===== config.mk =====
export PLATFORM = sky130hd
export DESIGN_NAME = bypass_hazard_unit
export DESIGN_NICKNAME = d
export VERILOG_FILES = /design/src/rtl/bypass_hazard_unit.sv
export SDC_FILE = /design/constraint.sdc
export NUM_CORES = 1
export LEC_CHECK = 0
export BUFFER_PORTS_ARGS = -buffer_cell sky130_fd_sc_hd__buf_2
export CORE_ASPECT_RATIO = 0.75
export CORE_UTILIZATION = 44
export CTS_BUF_LIST = sky130_fd_sc_hd__clkbuf_2 sky130_fd_sc_hd__clkbuf_4 sky130_fd_sc_hd__clkbuf_8
export DETAILED_ROUTE_END_ITERATION = 10
export GPL_TIMING_DRIVEN = 0
export PLACE_DENSITY_LB_ADDON = 0.12
export SETUP_SLACK_MARGIN = 0.2
export SKIP_CTS_REPAIR_TIMING = 1
export SYNTH_ARGS = -nofsm -noshare
export SYNTH_HDL_FRONTEND = slang
export SYNTH_SLANG_ARGS = --single-unit

===== constraint.sdc =====
create_clock -name clk -period 2.4 [get_ports clk]
set_clock_uncertainty 0.05 [all_clocks]
set_input_delay 0.24 -clock clk [delete_from_list [all_inputs] [get_ports clk]]
set_output_delay 0.24 -clock clk [all_outputs]
set_load 0.03 [all_outputs]

===== src/rtl/bypass_hazard_unit.sv =====
// ID-stage forwarding select, load-use / multiply-divide hazard stall and single-entry
// multiply/divide tracker. Define BYPASS_WB_FWD_EN to forward from WB instead of stalling.
module bypass_hazard_unit #(
   parameter int NUM_SRC = 2,
   parameter int MD_LAT  = 4
) (
   input  logic                   clk,
   input  logic                   reset,
   input  logic                   id_valid,
   input  logic [NUM_SRC*5-1:0]   id_src,
   input  logic [NUM_SRC-1:0]     id_src_used,
   input  logic                   id_is_md,
   input  logic [4:0]             id_md_dest,
   input  logic                   exe_rf_wen,
   input  logic                   mem_rf_wen,
   input  logic                   wb_rf_wen,
   input  logic [4:0]             exe_wdest,
   input  logic [4:0]             mem_wdest,
   input  logic [4:0]             wb_wdest,
   input  logic                   exe_is_load,
   output logic [NUM_SRC*2-1:0]   fwd_sel,
   output logic                   id_stall,
   output logic                   md_start,
   output logic                   md_busy,
   output logic                   md_done
);

   logic [3:0]           md_cnt_r;
   logic [4:0]           md_dest_r;
   logic [NUM_SRC*2-1:0] fwd_sel_s;
   logic                 stall_any_s;
   logic [4:0]           src_s;

   assign md_busy = (md_cnt_r != 4'd0);
   assign md_done = (md_cnt_r == 4'd1);

   // Per-slot forwarding select (EXE > MEM > WB) and collection of all stall causes
   always_comb begin
      fwd_sel_s   = '0;
      stall_any_s = 1'b0;
      src_s       = 5'd0;
      for (int k = 0; k < NUM_SRC; k++) begin
         src_s = id_src[k*5 +: 5];
         // A nonzero source implies a nonzero matching wdest, so r0 never matches
         if (id_src_used[k] && (src_s != 5'd0)) begin
            if (exe_rf_wen && (exe_wdest == src_s)) begin
               if (exe_is_load) begin
                  stall_any_s = 1'b1;
               end else begin
                  fwd_sel_s[k*2 +: 2] = 2'd1;
               end
            end else if (mem_rf_wen && (mem_wdest == src_s)) begin
               fwd_sel_s[k*2 +: 2] = 2'd2;
            end else if (wb_rf_wen && (wb_wdest == src_s)) begin
`ifdef BYPASS_WB_FWD_EN
               fwd_sel_s[k*2 +: 2] = 2'd3;
`else
               stall_any_s = 1'b1;
`endif
            end else begin
               fwd_sel_s[k*2 +: 2] = 2'd0;
            end
            // The multiply/divide result is not forwarded, so readers wait through md_done
            stall_any_s = stall_any_s | (md_busy && (md_dest_r == src_s));
         end else begin
            fwd_sel_s[k*2 +: 2] = 2'd0;
         end
      end
      // Unit is free again in its md_done cycle, allowing back-to-back issue
      stall_any_s = stall_any_s | (id_is_md && md_busy && !md_done);
   end

   assign fwd_sel  = fwd_sel_s;
   assign id_stall = id_valid & stall_any_s;
   assign md_start = id_valid & id_is_md & ~id_stall;

   // Pending multiply/divide: reload on issue (wins over decrement), else count down to idle
   always_ff @(posedge clk) begin
      if (reset) begin
         md_cnt_r  <= 4'd0;
         md_dest_r <= 5'd0;
      end else if (md_start) begin
         md_cnt_r  <= 4'(MD_LAT);
         md_dest_r <= id_md_dest;
      end else if (md_busy) begin
         md_cnt_r  <= md_cnt_r - 4'd1;
      end else begin
         md_cnt_r  <= md_cnt_r;
      end
   end

endmodule


==> summary.txt, run 1 <==
Status
  – Status: completed

Logic synthesis
  – Syn_area_per_cell: 8.42 um2
  – FFs w/ async S/R, synth: 0
  – Mux contribution to synthesized area: 0.0557
  – Syn Inst Count: 128
  – Register area share after synthesis: 0.167
  – Share of the synthesized area in the top cell type: 0.236
  – Post-Syn Nets: 170
  – Mapped cell area: 1080 um2
  – Yosys cell types: 33
  – Synth warn: 0
  – Synth Area in Compound Gates: 0.0836
  – Synth top area cells: xor2_1, dfxtp_1, xnor2_1, nand2b_1, mux2i_1
  – Ys flop type: dfxtp_1
  – Main combinational cell family by area after synthesis: XOR/XNOR gates
  – Synth Area in Simple Gates: 0.274
  – Number of synthesized flops with an enable pin: 0
  – Adder-Cell Fraction of Synth Area: 0.0232
  – Number of synthesized register bits: 9
  – Post-Synth XOR/XNOR Area: 0.333
  – Area leader, netlist: xor2_1

Power and ir drop
  – Maximum vdd ir drop: 0.752 mV
  – Leak pwr: 0.000638 uW
  – Power per cell area: 657 nW/um2

Route
  – ANT nets after route: 0
  – Avg WL per Cell: 13.8 um
  – Drt drc: 0
  – Routed Wire Length: 2860 um
  – Vias: 1049
  – Post-DR vias/cell: 5.04
  – DR pass1 iterations: 4
  – DRT iter0 DRCs: 30

Timing
  – Slew headroom: 0.623
  – RSZ-0062 raised after global routing: yes
  – Fin crit share: 0.990
  – Final Setup Violations: 0
  – Max Transition Viols Final: 0
  – Setup WS post-layout: 0.0245 ns
  – Final min period: 2.38 ns
  – Worst-margin pin slew: 0.560 ns
  – Final Hold Fails: 0
  – FMAX: 421 MHz

Final layout
  – Ant diodes: 0
  – Fin cells: 208
  – Layout overhead on the synthesized area: 37.7%
  – Nets: 217
  – Fin area: 1480 um2
  – Layout cell share with drive strength beyond 1: 0.408

Clock tree
  – Clock transition at the registers of the reported paths: 0.06 ns
  – Clk sink count: 9
  – Worst skew pair latency: 0.27 ns
  – CTS Root Cell: clkbuf_4
  – Max clock buf depth: 2
  – CTS tree: built
  – Inserted Clock Buffers: 3
  – H-tree levels: 1

GRT
  – Vias in the first global route: 964
  – Total gr overflow: 0
  – Total GRT Usage: 0.223
  – Pin count of the biggest net entering global routing: 11
  – Initial antenna violation count: 0
  – First-pass GRT wire length: 4310 um

Die
  – Initial Util: 0.467
  – DIE HEIGHT: 44.9 um
  – FP Rows: 15
  – I/O pin cnt: 48
  – Die width: 59.1 um
  – Die area: 2650 um2
  – Core box area: 2310 um2

Place
  – Post-DP Area: 1350 um2
  – RePlAce Congestion: 0.870
  – Dpl hpwl: 2260 um
  – Dpl ws: -0.245 ns
  – Cell count after placement: 199
  – Port Buf Inserts: 37

Setup path
  – Worst setup SP type: flop
  – WP data arrival: 2.09 ns
  – Crit end category: primary output
  – CP Max Fanout: 6
  – WS Path Type: flop to primary output
  – Critical Path RT: 2.11 ns

Hold path
  – Hold crit path type: input pin to flop

Flow run
  – Max-cap violations: 0
layout make-up:
class	instances	area, um2
Sequential cell	9	185
Clock buffer	4	30.0
Timing Repair Buffer	42	229
Buffer	11	80.1
Fill cell	194	825
Inverter	2	7.51
Multi-Input combinational cell	106	910
Tap cell	34	42.5
layer usage:
layer	GRT usage	vias up	part of all wire
li1	-	535	-
met2	0.345	42	0.46
met1	0.321	469	0.47
met3	0.0516	3	0.072
met5	0	-	0
met4	0.0381	0	0.0035
worst paths after layout:
kind,start,end,slack (ns),depth (start not counted)
worst max register to register,md_cnt_r[1],md_cnt_r[1],0.08,10
worst min-delay path,id_md_dest[1],md_dest_r[1],0.18,3
worst max-delay path,md_cnt_r[1],md_start,0.02,9
worst min register to register,md_dest_r[1],md_dest_r[1],0.47,2
cells in the mapped netlist (3+ instances only):
| library cell | number |
|---|---|
| nand2b_1 | 10 |
| nor4_1 | 8 |
| and3_1 | 3 |
| xor2_1 | 29 |
| xnor2_1 | 12 |
| nor3b_1 | 3 |
| mux2i_1 | 6 |
| buf_2 | 3 |
| nand3_1 | 6 |
| dfxtp_1 | 9 |
| clkbuf_1 | 6 |
| nor3_1 | 4 |
cells by family (layout without fill, tap and decap cells):
| group | after synthesis | count (layout) |
|---|---|---|
| compound gates | 11 | 11 |
| xor+xnor | 41 | 41 |
| fa+ha+maj | 2 | 2 |
| buf+inv | 13 | 59 |
| flops | 9 | 9 |
| mux | 6 | 6 |
| simple gates | 46 | 46 |
flip-flops by register name, indices dropped and copies added (netlist names):
name       count
md_dest_r      5
md_cnt_r       4
where the power goes:
part	total (uW)	internal (uW)	switching, uW
Sequential	233	192	41.1
Combinational	610	291	319
Clock	132	75.6	56.3
Total	975	558	417
cells in the final DEF, fill, tap and decap left out, drive strengths merged, types with 3 or more instances in the layout:
| master | instances |
|---|---|
| buf | 47 |
| xor2 | 29 |
| xnor2 | 12 |
| nand2b | 10 |
| clkbuf | 10 |
| dfxtp | 9 |
| nor4 | 9 |
| mux2i | 6 |
| nand3 | 6 |
| nor3 | 4 |
| and3 | 3 |
| or4 | 3 |
| nor3b | 3 |
| o21ai | 3 |
worst max-delay path, cell delays in order (launching register included):
cell and delay (ns):
dfxtp_2 0.35, inv_2 0.06, ha_4 0.17, nand2_4 0.09
nand3_2 0.06, or4_4 0.50, a21oi_4 0.20, buf_4 0.14
nor4_4 0.04, buf_2 0.20
through the flow:
step	util	hold WS, ns	setup TNS, ns	total power (uW)
2_1_floorplan	-	0.345	0	584
6_report	0.643	0.183	0	975
5_1_grt	0.643	0.187	-0.126	1040
3_5_place_dp	0.583	0.460	-0.330	706
4_1_cts	0.596	0.184	-0.463	839
3_3_place_gp	0.583	0.451	-0.379	691
No activity file was read; power rests on OpenSTA's default activity.
==> run 2, diff against run 1 <==
==> constraint.sdc (replaced) <==
create_clock -name clk -period 2.4 [get_ports clk]
set_clock_uncertainty 0.05 [all_clocks]
set_input_delay 0.12 -clock clk [delete_from_list [all_inputs] [get_ports clk]]
set_output_delay 0.12 -clock clk [all_outputs]
set_load 0.03 [all_outputs]
==> run 2 against run 1 <==
  * Largest cell class unchanged
  * Worst hold slack got worse by 0.12 ns
  * Sequential cell count unchanged
  * Clock power fell by 4%
  * Global-route usage shrank 0.19 points
==> summary.txt, run 2 (synthesized netlist as in run 1, its figures left out) <==
Flow run
  – Max-cap violations: 0 (unchanged)

Die
  – Die area: 2650 um2 (unchanged)
  – Core box area: 2310 um2 (unchanged)
  – Initial Util: 0.467 (unchanged)
  – Die width: 59.1 um (unchanged)
  – DIE HEIGHT: 44.9 um (unchanged)
  – FP Rows: 15 (unchanged)
  – I/O pin cnt: 48 (unchanged)

Power and ir drop
  – Sequential share of power: 0.238 (about the same)
  – Gate power share: 0.631 (+0.005)
  – Maximum vdd ir drop: 0.427 mV (-43%)
  – Switching pwr: 404 uW (-3.2%)
  – Power per cell area: 640 nW/um2 (-2.6%)
  – Clock group share of total power: 0.132 (-0.003)
  – Leak pwr: 0.000664 uW (+4.0%)
  – Switching Share: 0.420 (-0.00808)
  – Internal power: 559 uW (+0.10%)

Setup path
  – End of the critical path: md_start
  – R2r endpoint: md_cnt_r[1]
  – Critical Path RT: 2.23 ns (+0.12 ns)
  – CP Max Fanout: 6 (unchanged)
  – Worst setup SP type: input pin
  – Critical path launch point: id_src[4]
  – R2r setup slk: 0.28 ns (+0.20 ns)
  – R2r worst-path depth: 7 (-3)
  – Origin of the critical flop-to-flop path: md_cnt_r[0]
  – WP data arrival: 2.10 ns (about the same)
  – WS Path Type: input pin to primary output
  – Crit end category: primary output

Timing
  – Fin crit share: 0.945 (-0.0450)
  – RSZ-0062 raised after global routing: yes
  – Worst hold slack: 0.0647 ns (-0.118 ns)
  – FMAX: 441 MHz (+4.8%)
  – Worst-margin pin slew: 0.871 ns (+0.311 ns)
  – Final Setup Violations: 0 (unchanged)
  – Max Transition Viols Final: 0 (unchanged)
  – Slew headroom: 0.414 (-0.210)
  – Final min period: 2.27 ns (-0.108 ns)
  – Final Hold Fails: 0 (unchanged)

Route
  – Post-DR vias/cell: 5.20 (+3.1%)
  – Routed Wire Length: 3000 um (+5.0%)
  – DR pass1 iterations: 4 (unchanged)
  – Avg WL per Cell: 14.1 um (+2.5%)
  – Vias: 1107 (+5.5%)
  – Met2 routed WL: 1380 um (+6.1%)
  – ANT nets after route: 0 (unchanged)
  – DRT iter0 DRCs: 79 (+160%)
  – Met3 WL: 261 um (+27%)
  – M1 WL: 1300 um (-3.3%)
  – Drt drc: 0 (unchanged)
  – DR top layer: met4

Clock tree
  – H-tree levels: 1 (unchanged)
  – Worst skew pair latency: 0.26 ns (about the same)
  – CTS tree: built
  – Clock transition at the registers of the reported paths: 0.06 ns (about the same)
  – CTS Root Cell: clkbuf_4
  – Inserted Clock Buffers: 3 (unchanged)
  – Clk sink count: 9 (unchanged)
  – Max clock buf depth: 2 (unchanged)

Final layout
  – Ant diodes: 0 (unchanged)
  – Layout cell share with drive strength beyond 1: 0.425 (+0.0165)
  – Fin area: 1500 um2 (+1.3%)
  – Commonest cells after routing, fill and taps aside: buf_2, xor2_1, xnor2_1, buf_4, nand2b_1
  – Layout overhead on the synthesized area: 39.6%
  – Nets: 222 (+2.3%)
  – Max reg flops: 5 (unchanged)
  – Largest registers: md_dest_r (5), md_cnt_r (4)
  – Top reg by flops: md_dest_r
  – Layout fillers: 220 (+13%)
  – Final Util: 0.651 (+0.00867)
  – Commonest non-fill, non-tap cell in the layout: buf_2

GRT
  – Total GRT Usage: 0.221 (-0.00192)
  – Initial antenna violation count: 0 (unchanged)
  – Total gr overflow: 0 (unchanged)
  – Pin count of the biggest net entering global routing: 11 (unchanged)
  – First-pass GRT wire length: 4310 um (-0.16%)
  – Vias in the first global route: 928 (-3.7%)

Place
  – Dpl hpwl: 2250 um (-0.20%)
  – RePlAce Congestion: 0.838 (-3.7%)
  – Post-DP Area: 1350 um2 (unchanged)
  – Port Buf Inserts: 37 (unchanged)

Status
  – Status: completed

Hold path
  – Hold crit path type: input pin to flop
  – Hold Startpoint: id_md_dest[3]
-- run 2: cell count changes in the layout (fill, tap and decap cells not counted), sizes merged --
cell and delta:
buf +5
-- run 2: cell type report --
class                      count  area, um2  share of cell area
multi-input combinational    106        890               0.592
timing repair buffer          47        265               0.176
sequential                     9        185               0.123
buffer                        11       81.3              0.0541
tap                           34       42.5              0.0283
clock buffer                   4       30.0              0.0200
inverter                       2       10.0             0.00666
-- run 2: how the worst min path moves through the flow --
stage | depth (start not counted) | end | slack [ns]
2_1_floorplan | 2 | md_dest_r[0] | 0.22
3_3_place_gp | 3 | md_dest_r[1] | 0.33
3_5_place_dp | 3 | md_dest_r[3] | 0.34
5_1_grt | 3 | md_dest_r[4] | 0.06
6_report | 3 | md_dest_r[3] | 0.06
4_1_cts | 3 | md_dest_r[3] | 0.06
-- run 2: power by group through the flow --
stage	Clock (uW)	Combinational (uW)	Sequential (uW)
after floorplan	0	365	217
after global placement	0	463	224
after detailed placement	0	475	225
after CTS	129	478	221
after global routing	142	663	235
final	127	607	229
-- run 2: per-stage QoR --
step,setup WS (ns),power [uW],cells,setup TNS [ns]
detailed placement,-0.0825,700,199,-0.0825
CTS,-0.0961,828,203,-0.181
finish,0.133,962,213,0
global route,0.0488,1040,213,0
global placement,-0.00784,687,199,-0.00784
floorplan,0.129,583,128,0
-- run 2: metal layers --
metal  vias to the layer above  GRT usage
met4                         0     0.0429
met1                       496      0.313
met3                         6     0.0458
met2                        53      0.352
li1                        552          -
met5                         -          0
-- run 2: critical path, stage by stage --
cell      delay (ns)
clkbuf_2        0.15
or4_4           0.51
o21ai_4         0.21
o22ai_1         0.10
a21o_1          0.25
nor4_4          0.50
buf_4           0.25
==> run 3, diff against run 2 <==
--- a/config.mk
+++ b/config.mk
@@ -6,7 +6,6 @@
 export NUM_CORES = 1
 export LEC_CHECK = 0
 export BUFFER_PORTS_ARGS = -buffer_cell sky130_fd_sc_hd__buf_2
-export CORE_ASPECT_RATIO = 0.75
 export CORE_UTILIZATION = 44
 export CTS_BUF_LIST = sky130_fd_sc_hd__clkbuf_2 sky130_fd_sc_hd__clkbuf_4 sky130_fd_sc_hd__clkbuf_8
 export DETAILED_ROUTE_END_ITERATION = 10
@@ -17,3 +16,4 @@
 export SYNTH_ARGS = -nofsm -noshare
 export SYNTH_HDL_FRONTEND = slang
 export SYNTH_SLANG_ARGS = --single-unit
+export TNS_END_PERCENT = 10
==> run 3 against run 2 <==
  * Via count decreased by 6.0%
  * Power decreased by 3.3%
  * Count of clock-buffer cells in the layout unchanged
  * Largest power group unchanged
  * Register-to-register slack improved by 0.09 ns
  * First-iteration DRC count decreased by 96%
  * Largest cell class unchanged
  * Combinational power decreased by 4.4%
==> summary.txt, run 3 (synthesized netlist as in run 1, its figures left out) <==
Place
  – Post-DP Area: 1310 um2 (-2.5%)
  – Port Buf Inserts: 37 (unchanged)
  – RePlAce Congestion: 0.775 (-7.6%)
  – Dpl hpwl: 2130 um (-5.2%)

Timing
  – Final Setup Violations: 0 (unchanged)
  – FMAX: 473 MHz (+7.2%)
  – Max Transition Viols Final: 0 (unchanged)
  – Slew headroom: 0.692 (+0.278)
  – Worst-margin pin slew: 0.458 ns (-0.413 ns)
  – Fin crit share: 0.881 (-0.0637)
  – RSZ-0062 raised after global routing: yes
  – Worst hold slack: 0.0717 ns (+0.00706 ns)
  – Final Hold Fails: 0 (unchanged)
  – Final min period: 2.11 ns (-0.153 ns)

Setup path
  – R2r worst-path depth: 10 (+3)
  – Worst path slowest cell: or4_4
  – Critical Path RT: 2.23 ns (about the same)
  – Origin of the critical flop-to-flop path: md_cnt_r[0]
  – R2r setup slk: 0.37 ns (+0.09 ns)
  – End of the critical path: md_start
  – Critical path launch point: id_src[8]
  – WS Path Type: input pin to primary output
  – CP bufs+invs: 2 (unchanged)
  – Worst setup SP type: input pin
  – R2r endpoint: md_cnt_r[2]
  – WP data arrival: 1.94 ns (-0.16 ns)
  – CP Depth: 7 (unchanged)
  – Delay-heaviest family, CP: simple AND/OR/NAND/NOR gates
  – Max stage delay on crit path: 0.53 ns (+0.02 ns)
  – Crit end category: primary output
  – Crit path cell chain: clkbuf_1 -> or4_4 -> o21ai_4 -> o22ai_1 -> a21o_1 -> nor4_4 -> buf_4
  – CP Max Fanout: 5 (-1)

Final layout
  – Commonest non-fill, non-tap cell in the layout: buf_2
  – Fin area: 1460 um2 (-3.0%)
  – Layout cell share with drive strength beyond 1: 0.409 (-0.0155)
  – Top reg by flops: md_dest_r
  – Ant diodes: 0 (unchanged)
  – Layout fillers: 222 (+0.91%)
  – Nets: 219 (-1.4%)
  – Largest registers: md_dest_r (5), md_cnt_r (4)
  – Final Util: 0.647 (-0.00443)
  – Commonest cells after routing, fill and taps aside: buf_2, xor2_1, xnor2_1
  – Max reg flops: 5 (unchanged)
  – Layout overhead on the synthesized area: 35.4%

Power and ir drop
  – Power per cell area: 638 nW/um2 (-0.28%)
  – Gate power share: 0.623 (-0.008)
  – Switching pwr: 383 uW (-5.2%)
  – Switching Share: 0.411 (-0.00823)
  – Sequential share of power: 0.245 (+0.007)
  – Clock group share of total power: 0.131 (about the same)
  – Leak pwr: 0.000638 uW (-3.9%)
  – Maximum vdd ir drop: 0.590 mV (+38%)
  – Internal power: 548 uW (-1.9%)

Clock tree
  – H-tree levels: 1 (unchanged)
  – Max clock buf depth: 2 (unchanged)
  – Worst skew pair latency: 0.25 ns (about the same)
  – Inserted Clock Buffers: 3 (unchanged)
  – CTS tree: built
  – Clock transition at the registers of the reported paths: 0.06 ns (about the same)
  – CTS Root Cell: clkbuf_4
  – Clk sink count: 9 (unchanged)

Route
  – Vias: 1041 (-6.0%)
  – Post-DR vias/cell: 5.10 (-1.8%)
  – DRT iter0 DRCs: 3 (-96%)
  – Avg WL per Cell: 13.0 um (-7.8%)
  – Routed Wire Length: 2650 um (-12%)
  – DR pass1 iterations: 6 (+2)
  – ANT nets after route: 0 (unchanged)
  – Drt drc: 0 (unchanged)

Status
  – Status: completed

GRT
  – Pin count of the biggest net entering global routing: 11 (unchanged)
  – Total gr overflow: 0 (unchanged)
  – Total GRT Usage: 0.210 (-0.0116)
  – First-pass GRT wire length: 4220 um (-2.1%)
  – Initial antenna violation count: 0 (unchanged)
  – Vias in the first global route: 989 (+6.6%)

Die
  – FP Rows: 17 (+2)
  – Die width: 51.5 um (-13%)
  – Initial Util: 0.478 (+0.0111)
  – DIE HEIGHT: 51.5 um (+15%)
  – Die area: 2650 um2 (about the same)
  – Core box area: 2250 um2 (-2.3%)
  – I/O pin cnt: 48 (unchanged)

Hold path
  – Hold Startpoint: id_md_dest[4]
  – Hold crit path type: input pin to flop

Flow run
  – Max-cap violations: 0 (unchanged)
run 3: worst register-to-register path, delay by kind of cell (launching register included):
| kind | cells | cell delay [ns] |
|---|---|---|
| AND/OR/NAND/NOR | 4 | 0.62 |
| buffers and inverters | 3 | 0.37 |
| flip-flops | 1 | 0.36 |
| AO/OA/AOI/OAI | 2 | 0.36 |
| adder cells (fa/ha/maj) | 1 | 0.16 |
run 3: layout make-up:
class,count,area [um2],share of cell area
Multi-Input combinational cell,106,896,0.614
Timing Repair Buffer,44,243,0.166
Sequential cell,9,185,0.127
Buffer,11,62.6,0.0429
Tap cell,28,35.0,0.0240
Clock buffer,4,30.0,0.0206
Inverter,2,7.51,0.00515
run 3: layer usage:
| metal | GRT usage | routed length, um |
|---|---|---|
| met2 | 0.390 | 1310 |
| met4 | 0.0766 | 42 |
| met5 | 0 | 0 |
| met1 | 0.247 | 1190 |
| met3 | 0.0149 | 111 |
run 3: power by group through the flow:
stage	sequential, uW	combinational (uW)	clock (uW)
after CTS	221	471	126
after floorplan	217	361	0
after detailed placement	225	468	0
after global placement	224	459	0
final	228	580	122
after global routing	236	636	135
run 3: worst min path at each step:
| stage | slack (ns) | to | depth (start not counted) |
|---|---|---|---|
| 3_5_place_dp | 0.34 | md_dest_r[2] | 3 |
| 6_report | 0.07 | md_dest_r[4] | 3 |
| 5_1_grt | 0.07 | md_dest_r[3] | 3 |
| 2_1_floorplan | 0.22 | md_dest_r[0] | 2 |
| 4_1_cts | 0.07 | md_dest_r[2] | 3 |
| 3_3_place_gp | 0.33 | md_dest_r[1] | 3 |
run 3: metrics by stage:
stage	total power [uW]	cells	setup TNS, ns	setup slack, ns
floorplan	578	128	0	0.102
global placement	683	193	-0.0120	-0.0120
detailed placement	693	193	-0.0756	-0.0756
CTS	819	197	-0.161	-0.0891
global route	1010	204	0	0.191
finish	931	204	0	0.285
